==> config.mk <==
export PLATFORM = sky130hd
export DESIGN_NAME = dk_sfx_voice_scheduler
export DESIGN_NICKNAME = d
export VERILOG_FILES = /design/src/rtl/dk_sound_pkg.sv /design/src/rtl/dk_sfx_channel_fsm.sv /design/src/rtl/dk_sfx_voice_scheduler.sv
export SDC_FILE = /design/constraint.sdc
export NUM_CORES = 1
export LEC_CHECK = 0
export CORE_MARGIN = 2
export CORE_UTILIZATION = 50
export CTS_CLUSTER_SIZE = 10
export DETAILED_ROUTE_END_ITERATION = 10
export MAX_ROUTING_LAYER = met4
export PLACE_DENSITY = 0.64
export SLEW_MARGIN = 10
export SYNTH_ARGS = -nofsm -noshare
export SYNTH_HDL_FRONTEND = slang
export SYNTH_SLANG_ARGS = --single-unit
export TNS_END_PERCENT = 10
==> constraint.sdc <==
create_clock -name clk -period 11.8 [get_ports clk]
set_input_delay 2.36 -clock clk [delete_from_list [all_inputs] [get_ports clk]]
set_output_delay 2.36 -clock clk [all_outputs]
set_load 0.01 [all_outputs]
==> src/rtl/dk_sound_pkg.sv <==
// Shared types and default timing constants for the sound-effect voice logic.
// Durations are expressed in audio sample ticks.
package dk_sound_pkg;

   typedef enum logic [1:0] {
      IDLE = 2'd0,
      ON   = 2'd1,
      HOLD = 2'd2,
      GAP  = 2'd3
   } sfx_state_t;

   function automatic int ms_to_samples(input int ms, input int rate);
      return (ms * rate) / 1000;
   endfunction

   localparam int SFX_RATE   = 48000;
   localparam int SFX_MIN_ON = ms_to_samples(50, SFX_RATE);
   localparam int SFX_MAX_ON = ms_to_samples(1000, SFX_RATE);
   localparam int SFX_GAP    = ms_to_samples(2, SFX_RATE);

endpackage

==> src/rtl/dk_sfx_channel_fsm.sv <==
// One effect channel: request sync, stuck-bit lockout, on/hold/gap sequencing.
// Timers advance only on sample ticks; the timeout flag is sticky.
module dk_sfx_channel_fsm
   import dk_sound_pkg::*;
#(
   parameter int MIN_ON_SAMPLES = SFX_MIN_ON,
   parameter int MAX_ON_SAMPLES = SFX_MAX_ON,
   parameter int GAP_SAMPLES    = SFX_GAP
) (
   input  logic clk,
   input  logic reset_n,
   input  logic i_tick,
   input  logic i_req,
   input  logic i_grant,
   input  logic i_clear_timeout,
   output logic o_cand,
   output logic o_busy,
   output logic o_busy_nxt,
   output logic o_en,
   output logic o_timeout
);

   localparam int TMAX = (MAX_ON_SAMPLES > GAP_SAMPLES) ?
                         MAX_ON_SAMPLES : GAP_SAMPLES;
   localparam int TW   = $clog2(TMAX + 1);

   localparam logic [TW-1:0] L_MAX = TW'(MAX_ON_SAMPLES - 1);
   localparam logic [TW-1:0] L_MIN = TW'(MIN_ON_SAMPLES - 1);
   localparam logic [TW-1:0] L_GAP = TW'(GAP_SAMPLES - 1);

   logic          r_sync;
   logic          r_req_s;
   logic          r_lockout;
   logic          r_timeout;
   logic          r_en;
   sfx_state_t    r_state;
   logic [TW-1:0] r_timer;

   sfx_state_t    w_state_nxt;
   logic [TW-1:0] w_timer_nxt;
   logic          w_hit_max;
   logic          w_on_nxt;

   // Two-flop synchroniser for the asynchronous latch request.
   always_ff @(posedge clk or negedge reset_n) begin
      if (!reset_n) begin
         r_sync  <= 1'b0;
         r_req_s <= 1'b0;
      end else begin
         r_sync  <= i_req;
         r_req_s <= r_sync;
      end
   end

   // Per-tick sequencing: minimum envelope, stuck-bit cutoff, re-trigger gap.
   always_comb begin
      w_state_nxt = r_state;
      w_timer_nxt = r_timer;
      w_hit_max   = 1'b0;
      if (i_tick) begin
         unique case (r_state)
            IDLE: begin
               if (i_grant) begin
                  w_state_nxt = ON;
                  w_timer_nxt = '0;
               end
            end
            ON: begin
               w_timer_nxt = r_timer + 1'b1;
               if (r_timer == L_MAX) begin
                  w_state_nxt = GAP;
                  w_timer_nxt = '0;
                  w_hit_max   = 1'b1;
               end else if (!r_req_s) begin
                  if (r_timer >= L_MIN) begin
                     w_state_nxt = GAP;
                     w_timer_nxt = '0;
                  end else begin
                     w_state_nxt = HOLD;
                  end
               end
            end
            HOLD: begin
               w_timer_nxt = r_timer + 1'b1;
               if (r_req_s) begin
                  w_state_nxt = ON;
               end else if (r_timer == L_MIN) begin
                  w_state_nxt = GAP;
                  w_timer_nxt = '0;
               end
            end
            GAP: begin
               if (r_timer == L_GAP) begin
                  w_state_nxt = IDLE;
                  w_timer_nxt = '0;
               end else begin
                  w_timer_nxt = r_timer + 1'b1;
               end
            end
         endcase
      end
   end

   assign w_on_nxt = (w_state_nxt == ON) || (w_state_nxt == HOLD);

   // State, timer and registered enable.
   always_ff @(posedge clk or negedge reset_n) begin
      if (!reset_n) begin
         r_state <= IDLE;
         r_timer <= '0;
         r_en    <= 1'b0;
      end else begin
         r_state <= w_state_nxt;
         r_timer <= w_timer_nxt;
         r_en    <= w_on_nxt;
      end
   end

   // Lockout after a cutoff until the request is seen released.
   always_ff @(posedge clk or negedge reset_n) begin
      if (!reset_n) begin
         r_lockout <= 1'b0;
      end else if (w_hit_max) begin
         r_lockout <= 1'b1;
      end else if (!r_req_s) begin
         r_lockout <= 1'b0;
      end
   end

   // Sticky cutoff flag; a same-clock cutoff beats the clear.
   always_ff @(posedge clk or negedge reset_n) begin
      if (!reset_n) begin
         r_timeout <= 1'b0;
      end else if (w_hit_max) begin
         r_timeout <= 1'b1;
      end else if (i_clear_timeout) begin
         r_timeout <= 1'b0;
      end
   end

   assign o_cand     = (r_state == IDLE) && r_req_s && !r_lockout;
   assign o_busy     = (r_state == ON) || (r_state == HOLD);
   assign o_busy_nxt = w_on_nxt;
   assign o_en       = r_en;
   assign o_timeout  = r_timeout;

endmodule

==> src/rtl/dk_sfx_voice_scheduler.sv <==
// Shares a few voice slots between effect requesters, lowest index first.
// Holds the grant arbitration and the registered active-voice count.
module dk_sfx_voice_scheduler
   import dk_sound_pkg::*;
#(
   parameter  int NUM_CH         = 4,
   parameter  int MAX_ACTIVE     = 2,
   parameter  int MIN_ON_SAMPLES = SFX_MIN_ON,
   parameter  int MAX_ON_SAMPLES = SFX_MAX_ON,
   parameter  int GAP_SAMPLES    = SFX_GAP,
   localparam int CW             = $clog2(NUM_CH + 1)
) (
   input  logic              clk,
   input  logic              reset_n,
   input  logic              audio_clk_en,
   input  logic [NUM_CH-1:0] req,
   input  logic              clear_timeout,
   output logic [NUM_CH-1:0] en,
   output logic [CW-1:0]     active_count,
   output logic [NUM_CH-1:0] timeout_flag
);

   logic [NUM_CH-1:0] w_cand;
   logic [NUM_CH-1:0] w_busy;
   logic [NUM_CH-1:0] w_busy_nxt;
   logic [NUM_CH-1:0] w_grant;
   logic [CW-1:0]     w_cnt_nxt;
   logic [CW-1:0]     r_active_count;

   for (genvar g = 0; g < NUM_CH; g++) begin : g_ch
      dk_sfx_channel_fsm #(
         .MIN_ON_SAMPLES (MIN_ON_SAMPLES),
         .MAX_ON_SAMPLES (MAX_ON_SAMPLES),
         .GAP_SAMPLES    (GAP_SAMPLES)
      ) u_ch (
         .clk             (clk),
         .reset_n         (reset_n),
         .i_tick          (audio_clk_en),
         .i_req           (req[g]),
         .i_grant         (w_grant[g]),
         .i_clear_timeout (clear_timeout),
         .o_cand          (w_cand[g]),
         .o_busy          (w_busy[g]),
         .o_busy_nxt      (w_busy_nxt[g]),
         .o_en            (en[g]),
         .o_timeout       (timeout_flag[g])
      );
   end

   // Grant the lowest-index idle requesters into the slots free before this tick.
   always_comb begin
      int n_busy;
      int n_grant;
      n_busy  = 0;
      n_grant = 0;
      w_grant = '0;
      for (int i = 0; i < NUM_CH; i++) begin
         if (w_busy[i]) n_busy++;
      end
      for (int i = 0; i < NUM_CH; i++) begin
         if (audio_clk_en && w_cand[i] &&
             (n_grant < MAX_ACTIVE - n_busy)) begin
            w_grant[i] = 1'b1;
            n_grant++;
         end
      end
   end

   // Population count of the channels that will be sounding after this clock.
   always_comb begin
      w_cnt_nxt = '0;
      for (int i = 0; i < NUM_CH; i++) begin
         w_cnt_nxt = w_cnt_nxt + CW'(w_busy_nxt[i]);
      end
   end

   // Active-voice count tracks the channel state registers.
   always_ff @(posedge clk or negedge reset_n) begin
      if (!reset_n) begin
         r_active_count <= '0;
      end else begin
         r_active_count <= w_cnt_nxt;
      end
   end

   assign active_count = r_active_count;

endmodule

==> results of run 1 <==
[power by group]
part | switching (uW) | total (uW) | internal, uW
Sequential | 60.8 | 444 | 384
Clock | 125 | 267 | 142
Combinational | 620 | 1040 | 420
[cells by family after synthesis]
kind of cell,count (synthesis)
and+or+nand+nor,272
AOI/OAI and AO/OA,215
DFF,95
buffers and inverters,85
adders and majority gates,37
xor gates and xnor gates,5
muxes,2
other,1
[per-stage QoR]
| step | std cells | setup slack [ns] | instance area, sq um | util [%] |
|---|---|---|---|---|
| floorplan | 712 | 5.17 | 6270 | - |
| global placement | 873 | 4.05 | 6520 | 53.9 |
| detailed placement | 873 | 3.74 | 6520 | 53.9 |
| CTS | 889 | 4.11 | 6780 | 56.0 |
| global route | 889 | 3.55 | 6780 | 56.0 |
| finish | 889 | 4.06 | 6780 | 56.0 |
[synth_stat cells (all sizes together), types with 6 or more instances]
library cell	number	area, sq um
o21ai	53	265
buf	15	110
and3	6	37.5
a21oi	25	125
o31ai	7	52.6
inv	56	210
nand2b	12	75.1
or2	12	75.1
or4	8	63.8
nand3	28	140
nor2	57	214
nor3	14	75.1
nor4	16	100
o21a	6	45.0
clkbuf	14	52.6
dfrtp	95	2380
ha	36	450
a22o	37	324
o22ai	8	50.1
nand2	68	255
nor2b	11	71.3
a21o	18	143
nand4	14	87.6
[layout make-up]
class,instances,area [sq um]
clock buffer,12,236
inverter,56,210
fill,1133,5330
timing repair buffer,22,208
clock inverter,4,22.5
sequential,95,2380
tap,168,210
multi-input combinational,532,3520
[layer usage]
| metal | part of all wire, % | GRT usage [%] | vias up |
|---|---|---|---|
| met4 | 1.9 | 8.25 | 0 |
| li1 | - | - | 2617 |
| met5 | 0 | - | - |
| met2 | 45 | 34.4 | 95 |
| met3 | 3.6 | 3.14 | 20 |
| met1 | 49 | 32.2 | 2598 |
[worst reg2reg max path: cells and delay by family, from the launching register on]
family / cells / cell delay [ns]
simple gates: 7 / 0.58
flops: 1 / 0.46
fa+ha+maj: 10 / 3.01
compound gates: 10 / 2.24
xor+xnor: 2 / 0.53
buf+inv: 3 / 0.31
[final timing paths]
path	from	end	slack [ns]	cells past startpoint
hold reg to reg	g_ch[3].u_ch.r_sync	g_ch[3].u_ch.r_req_s	0.35	0
max in group asynchronous	reset_n	g_ch[3].u_ch.r_timer[13]	8.69	2
hold / removal	g_ch[3].u_ch.r_sync	g_ch[3].u_ch.r_req_s	0.35	0
min in group asynchronous	reset_n	g_ch[1].u_ch.r_timer[11]	2.00	1
setup / recovery	audio_clk_en	active_count[1]	4.06	21
setup reg to reg	g_ch[1].u_ch.r_state[0]	active_count[1]	4.55	32
[flip-flops by register name, summed over array words and instances (netlist names)]
signal,cells
g_ch.u_ch.o_en,4
g_ch.u_ch.r_state,8
g_ch.u_ch.o_timeout,4
g_ch.u_ch.r_req_s,4
active_count,3
g_ch.u_ch.r_sync,4
g_ch.u_ch.r_timer,64
g_ch.u_ch.r_lockout,4
[cells in the final DEF, fill, tap and decap left out, types with 5 or more instances in the layout]
cell type         n
dfrtp_1          95
nand2_1          68
nor2_1           57
inv_1            56
o21ai_0          50
a22o_1           37
ha_1             36
nand3_1          28
a21oi_1          25
a21o_1           17
clkdlybuf4s50_1  17
nor4_1           16
nand4_1          14
nor3_1           13
nand2b_1         12
or2_2            12
nor2b_1          10
clkbuf_16         9
o22ai_1           8
or4_1             7
o31ai_1           7
o21a_1            6
and3_1            6
a31oi_1           5
o21bai_1          5
buf_4             5
==> qor.yml, run 1 <==
outcome:
  status: "finished, final reports clean"
logic_synthesis:
  syn_area_sq_um: 6270
  ys_types: 81
  synth-adder-area-share_pct: 7.50
  yosysSeqAreaShare_pct: 37.9
  yosys_warnings: 0
  synth.area.mux_share_pct: 0.339
  syn-num-nets: 757
  synth-compound-area-share_pct: 24.7
  avgSynthCellArea_sq_um: 8.80
  ys.flop_type: "dfrtp_1"
  ys_ff_latch: 95
  ys_async_sr_fraction_pct: 100
  synth_edf_count: 0
  yosys.area_share.simple_pct: 22.6
  netlist_instances: 712
  synth-xor-area-share_pct: 0.958
  synth_top_family_by_area: "compound AO/OA/AOI/OAI gates"
sta:
  fin_hold_ws_ns: 0.348
  max_freq_mhz: 129
  finalSetupTns_ns: 0
  fin_skew_ns: 0.00864
  finalMaxSlewViolations: 0
  relSlewSlack_pct: 26.4
  min_period_ns: 7.74
  setup_viol: 0
  rsz0062_at_grt: "no"
  hold_viol_final: 0
  tightest_slew_ns: 1.10
  fin_crit_sh_pct: 65.6
cts:
  clock-sinks: 95
  cts.hold.buffers_added: 0
  h-tree-depth: 3
  cts_tree: "built"
  cts_made_buffers: 9
  cts_resized: 0
  clock_latency_ns: 0.35
  post-cts-setup-buffers: 0
  clock_path_buffers: 2
  clkSlewWorstSetupHoldPaths_ns: 0.07
  clockRootBuffer: "clkbuf_16"
grt:
  antenna_found_initial: 0
  grtUsageTotal_pct: 23.1
  grt_max_degree: 54
  grt_pass1_vias: 5023
  grt_pass1_wl_mm: 24.2
  grt-ovfl-total: 0
cells_and_area:
  area_delta_synth_final_pct: 8.20
  layout-drive-gt1-share_pct: 5.83
  layout.nets: 761
  n_antenna_cell: 0
drt:
  avgViaCountPerCell: 6.00
  wire_per_inst_microns: 15.9
  wirelength_mm: 14.1
  drtPass1Iterations: 5
  drc_errors: 0
  drtAntennaViolNets: 0
  num_vias: 5330
  drt_iter0_drc: 422
power:
  power_uw: 1750
  power_density_nw_per_um2: 258
  worst_ir_drop_vdd_v: 0.000186
  p_leak_uw: 0.00299
setup_path:
  crit_family: "compound AO/OA/AOI/OAI gates"
  cpMostUsedCell: "ha_1"
  cp_data_required_time_ns: 12.04
  crit_path_end_kind: "flop"
  cpMaxStageDelayCell: "clkdlybuf4s50_1"
  critPathKind: "primary input to flop"
  crit_chain: "clkdlybuf4s50_1 > nand2_1 > a2111o_1 > a21oi_1 > inv_1 > ha_1 > ha_1 > nor2_1 > a21oi_1 > a21boi_1 > nor2_1 > a21oi_1 > ha_1 > o21ai_0 > o2111ai_1 > a31oi_1 > o21ai_0 > xnor2_1 > fa_1 > ha_1 > ha_1"
  max_stage_delay_ns: 0.89
  cp.arrival_ns: 7.98
  worstPathMaxFanout: 16
  path_buf_inv: 2
  critPathLaunchType: "primary input"
min_path:
  hold_path.class: "flop to flop"
floorplanning:
  die_y_microns: 116
  die_area_sq_um: 13400
  core_sq_um: 12100
  io_pins: 19
  start_util_pct: 51.8
  dieWidth_microns: 116
  rows: 40
run:
  drv_cap: 0
place:
  dp_hpwl_mm: 9.79
  gp_congestion: 0.894
  portBuffers: 18
Power figures use the tool's default switching activity.
==> run 2: changes to the inputs <==
Settings changed: PLACE_DENSITY 0.64 to 0.67.
Clock period 11.8 ns to 6.6 ns, I/O delays scaled along.
==> qor.yml, run 2 (synthesized netlist as in run 1, its figures left out) <==
floorplanning:
  core_sq_um: 12100  # unchanged
  rows: 40  # unchanged
  die_area_sq_um: 13400  # unchanged
  start_util_pct: 51.8  # unchanged
  die_y_microns: 116  # unchanged
  io_pins: 19  # unchanged
  dieWidth_microns: 116  # unchanged
power:
  power.clock.fraction_pct: 13.4  # -1.8 points
  worst_ir_drop_vdd_v: 0.000427  # +130%
  power_uw: 3550  # +100%
  swShare_pct: 46.0  # about the same
  combPwrFrac_pct: 64.6  # +5.2 points
  intPower_uw: 1920  # +100%
  power_density_nw_per_um2: 506  # +96%
  switching_power_uw: 1630  # +100%
  p_leak_uw: 0.00307  # +2.6%
  p_seq_share_pct: 22.0  # -3.4 points
sta:
  hold_viol_final: 0  # unchanged
  tightest_slew_ns: 1.06  # -0.0410 ns
  relSlewSlack_pct: 29.1  # +2.7 points
  min_period_ns: 6.21
  fin_crit_sh_pct: 94.1
  fin_skew_ns: 0.00497  # -0.00367 ns
  setup_viol: 0  # unchanged
  finalMaxSlewViolations: 0  # unchanged
  max_freq_mhz: 161
drt:
  drc_errors: 0  # unchanged
  avgViaCountPerCell: 5.98  # -0.31%
  drtPass1Iterations: 7  # +2
  wire_per_inst_microns: 16.0  # +0.83%
  drt_iter0_drc: 296  # -30%
  wirelength_mm: 14.4  # +2.1%
  drtAntennaViolNets: 0  # unchanged
  num_vias: 5379  # +0.92%
place:
  gp_congestion: 0.891  # -0.32%
  place_inst: 882  # +1.0%
  dp_hpwl_mm: 10.1  # +3.1%
  portBuffers: 18  # unchanged
cts:
  cts.hold.buffers_added: 0  # unchanged
  clock-sinks: 95  # unchanged
  h-tree-depth: 3  # unchanged
  cts_tree: "built"
  clock_latency_ns: 0.35  # about the same
  clockRootBuffer: "clkbuf_16"
  clock_path_buffers: 2  # unchanged
  cts_made_buffers: 9  # unchanged
  clkSlewWorstSetupHoldPaths_ns: 0.06  # about the same
setup_path:
  cp.arrival_ns: 6.44  # -1.54 ns
  cp_data_required_time_ns: 6.83  # -5.21 ns
  cpMostUsedCell: "ha_1"
  worst_r2r_endpoint: "active_count[1]"
  reg2regPathDepth: 33  # +3.1%
  critPathLaunchType: "flop"
  crit_path_end_kind: "flop"
  cp-endpoint: "active_count[1]"
  reg2reg_from: "g_ch[0].u_ch.r_state[0]"
  critPathKind: "flop to flop"
  setup.worst_path.start: "g_ch[0].u_ch.r_state[0]"
  worstPathMaxFanout: 4  # -12
  reg2reg_slack_ns: 0.39  # -4.16 ns
  cpMaxStageDelayCell: "fa_1"
  max_stage_delay_ns: 0.45  # -0.44 ns
cells_and_area:
  mostFrequentLayoutCell: "dfrtp_1"
  layout.nets: 775  # +1.8%
  largest_register_ffs: 64  # unchanged
  finalNonFillerCells: 900  # +1.2%
  reg_top3: "g_ch.u_ch.r_timer (64), g_ch.u_ch.r_state (8)"
  final_cell_mix: "dfrtp_1, nand2_1, nor2_1"
  top_register: "g_ch.u_ch.r_timer"
  layout-drive-gt1-share_pct: 10.4  # +4.6 points
  area_delta_synth_final_pct: 11.9
  n_antenna_cell: 0  # unchanged
min_path:
  hold_path.class: "flop to flop"
outcome:
  status: "finished, final reports clean"
grt:
  grt_pass1_wl_mm: 24.5  # +0.85%
  grt_pass1_vias: 5175  # +3.0%
  antenna_found_initial: 0  # unchanged
  grtUsageTotal_pct: 23.4  # +0.29 points
  grt_max_degree: 60  # +11%
  grt-ovfl-total: 0  # unchanged
run:
  drv_cap: 0  # unchanged
[run 2: cell count changes in the layout (fill, tap and decap cells not counted), moves of 3 or more]
| cell | previous run | this run |
|---|---|---|
| nor2_1 | 57 | 54 |
| inv_2 | 0 | 5 |
| buf_4 | 5 | 19 |
| ha_1 | 36 | 29 |
| inv_1 | 56 | 51 |
| ha_4 | 0 | 5 |
[run 2: worst min path at each step]
stage                             start                    to  slack (ns)  cells past startpoint
global placement    g_ch[0].u_ch.r_sync  g_ch[0].u_ch.r_req_s        0.33                      0
finish              g_ch[0].u_ch.r_sync  g_ch[0].u_ch.r_req_s        0.35                      0
detailed placement  g_ch[0].u_ch.r_sync  g_ch[0].u_ch.r_req_s        0.33                      0
CTS                 g_ch[0].u_ch.r_sync  g_ch[0].u_ch.r_req_s        0.35                      0
floorplan           g_ch[0].u_ch.r_sync  g_ch[0].u_ch.r_req_s        0.33                      0
global route        g_ch[0].u_ch.r_sync  g_ch[0].u_ch.r_req_s        0.36                      0
[run 2: routing by layer]
metal | global-route usage [%] | part of all wire [%] | routed length, microns | up-vias
li1 | - | - | - | 2641
met2 | 36.6 | 48 | 6880 | 104
met5 | - | 0 | 0 | -
met3 | 3.50 | 3.2 | 464 | 24
met4 | 9.68 | 2.5 | 359 | 0
met1 | 30.4 | 47 | 6710 | 2610
[run 2: repair_timing]
action | CTS | global route
setup buffers | 1 | 4
pin swaps | 1 | 8
endpoints found under the setup margin | 2 | 3
resized for setup | 2 | 25
[run 2: cell type report]
class / instances / area (sq um)
clock buffers: 11 / 243
clock inverters: 2 / 10.0
fillers: 1116 / 5100
inverters: 56 / 210
multi-input cells: 532 / 3650
flip-flops and latches: 95 / 2380
well taps: 168 / 210
repair buffers: 36 / 313
[run 2: power by group through the flow]
| stage | clock network [uW] | registers (uW) | logic, uW |
|---|---|---|---|
| 5_1_grt | 510 | 797 | 2560 |
| 3_3_place_gp | 0 | 784 | 1820 |
| 6_report | 477 | 781 | 2290 |
| 2_1_floorplan | 0 | 774 | 1450 |
| 3_5_place_dp | 0 | 789 | 1920 |
| 4_1_cts | 489 | 779 | 1970 |
[run 2: stage by stage]
stage | TNS, ns | worst slack (ns) | area (sq um) | utilization [%] | hold WS (ns)
floorplan | 0 | 0.250 | 6270 | - | 0.331
global placement | 0 | 0.162 | 6590 | 54.4 | 0.333
detailed placement | -0.110 | -0.106 | 6590 | 54.4 | 0.335
CTS | 0 | 0.0308 | 6860 | 56.6 | 0.350
global route | -0.0592 | -0.0592 | 7010 | 57.9 | 0.359
finish | 0 | 0.391 | 7010 | 57.9 | 0.348
[run 2: worst max-delay path: cells and delay by family (launching register included)]
kind	cells	cell delay, ns
AOI/OAI and AO/OA	10	1.85
xor gates and xnor gates	2	0.28
adders and majority gates	10	2.68
buffers and inverters	4	0.34
DFF	1	0.39
and+or+nand+nor	7	0.54
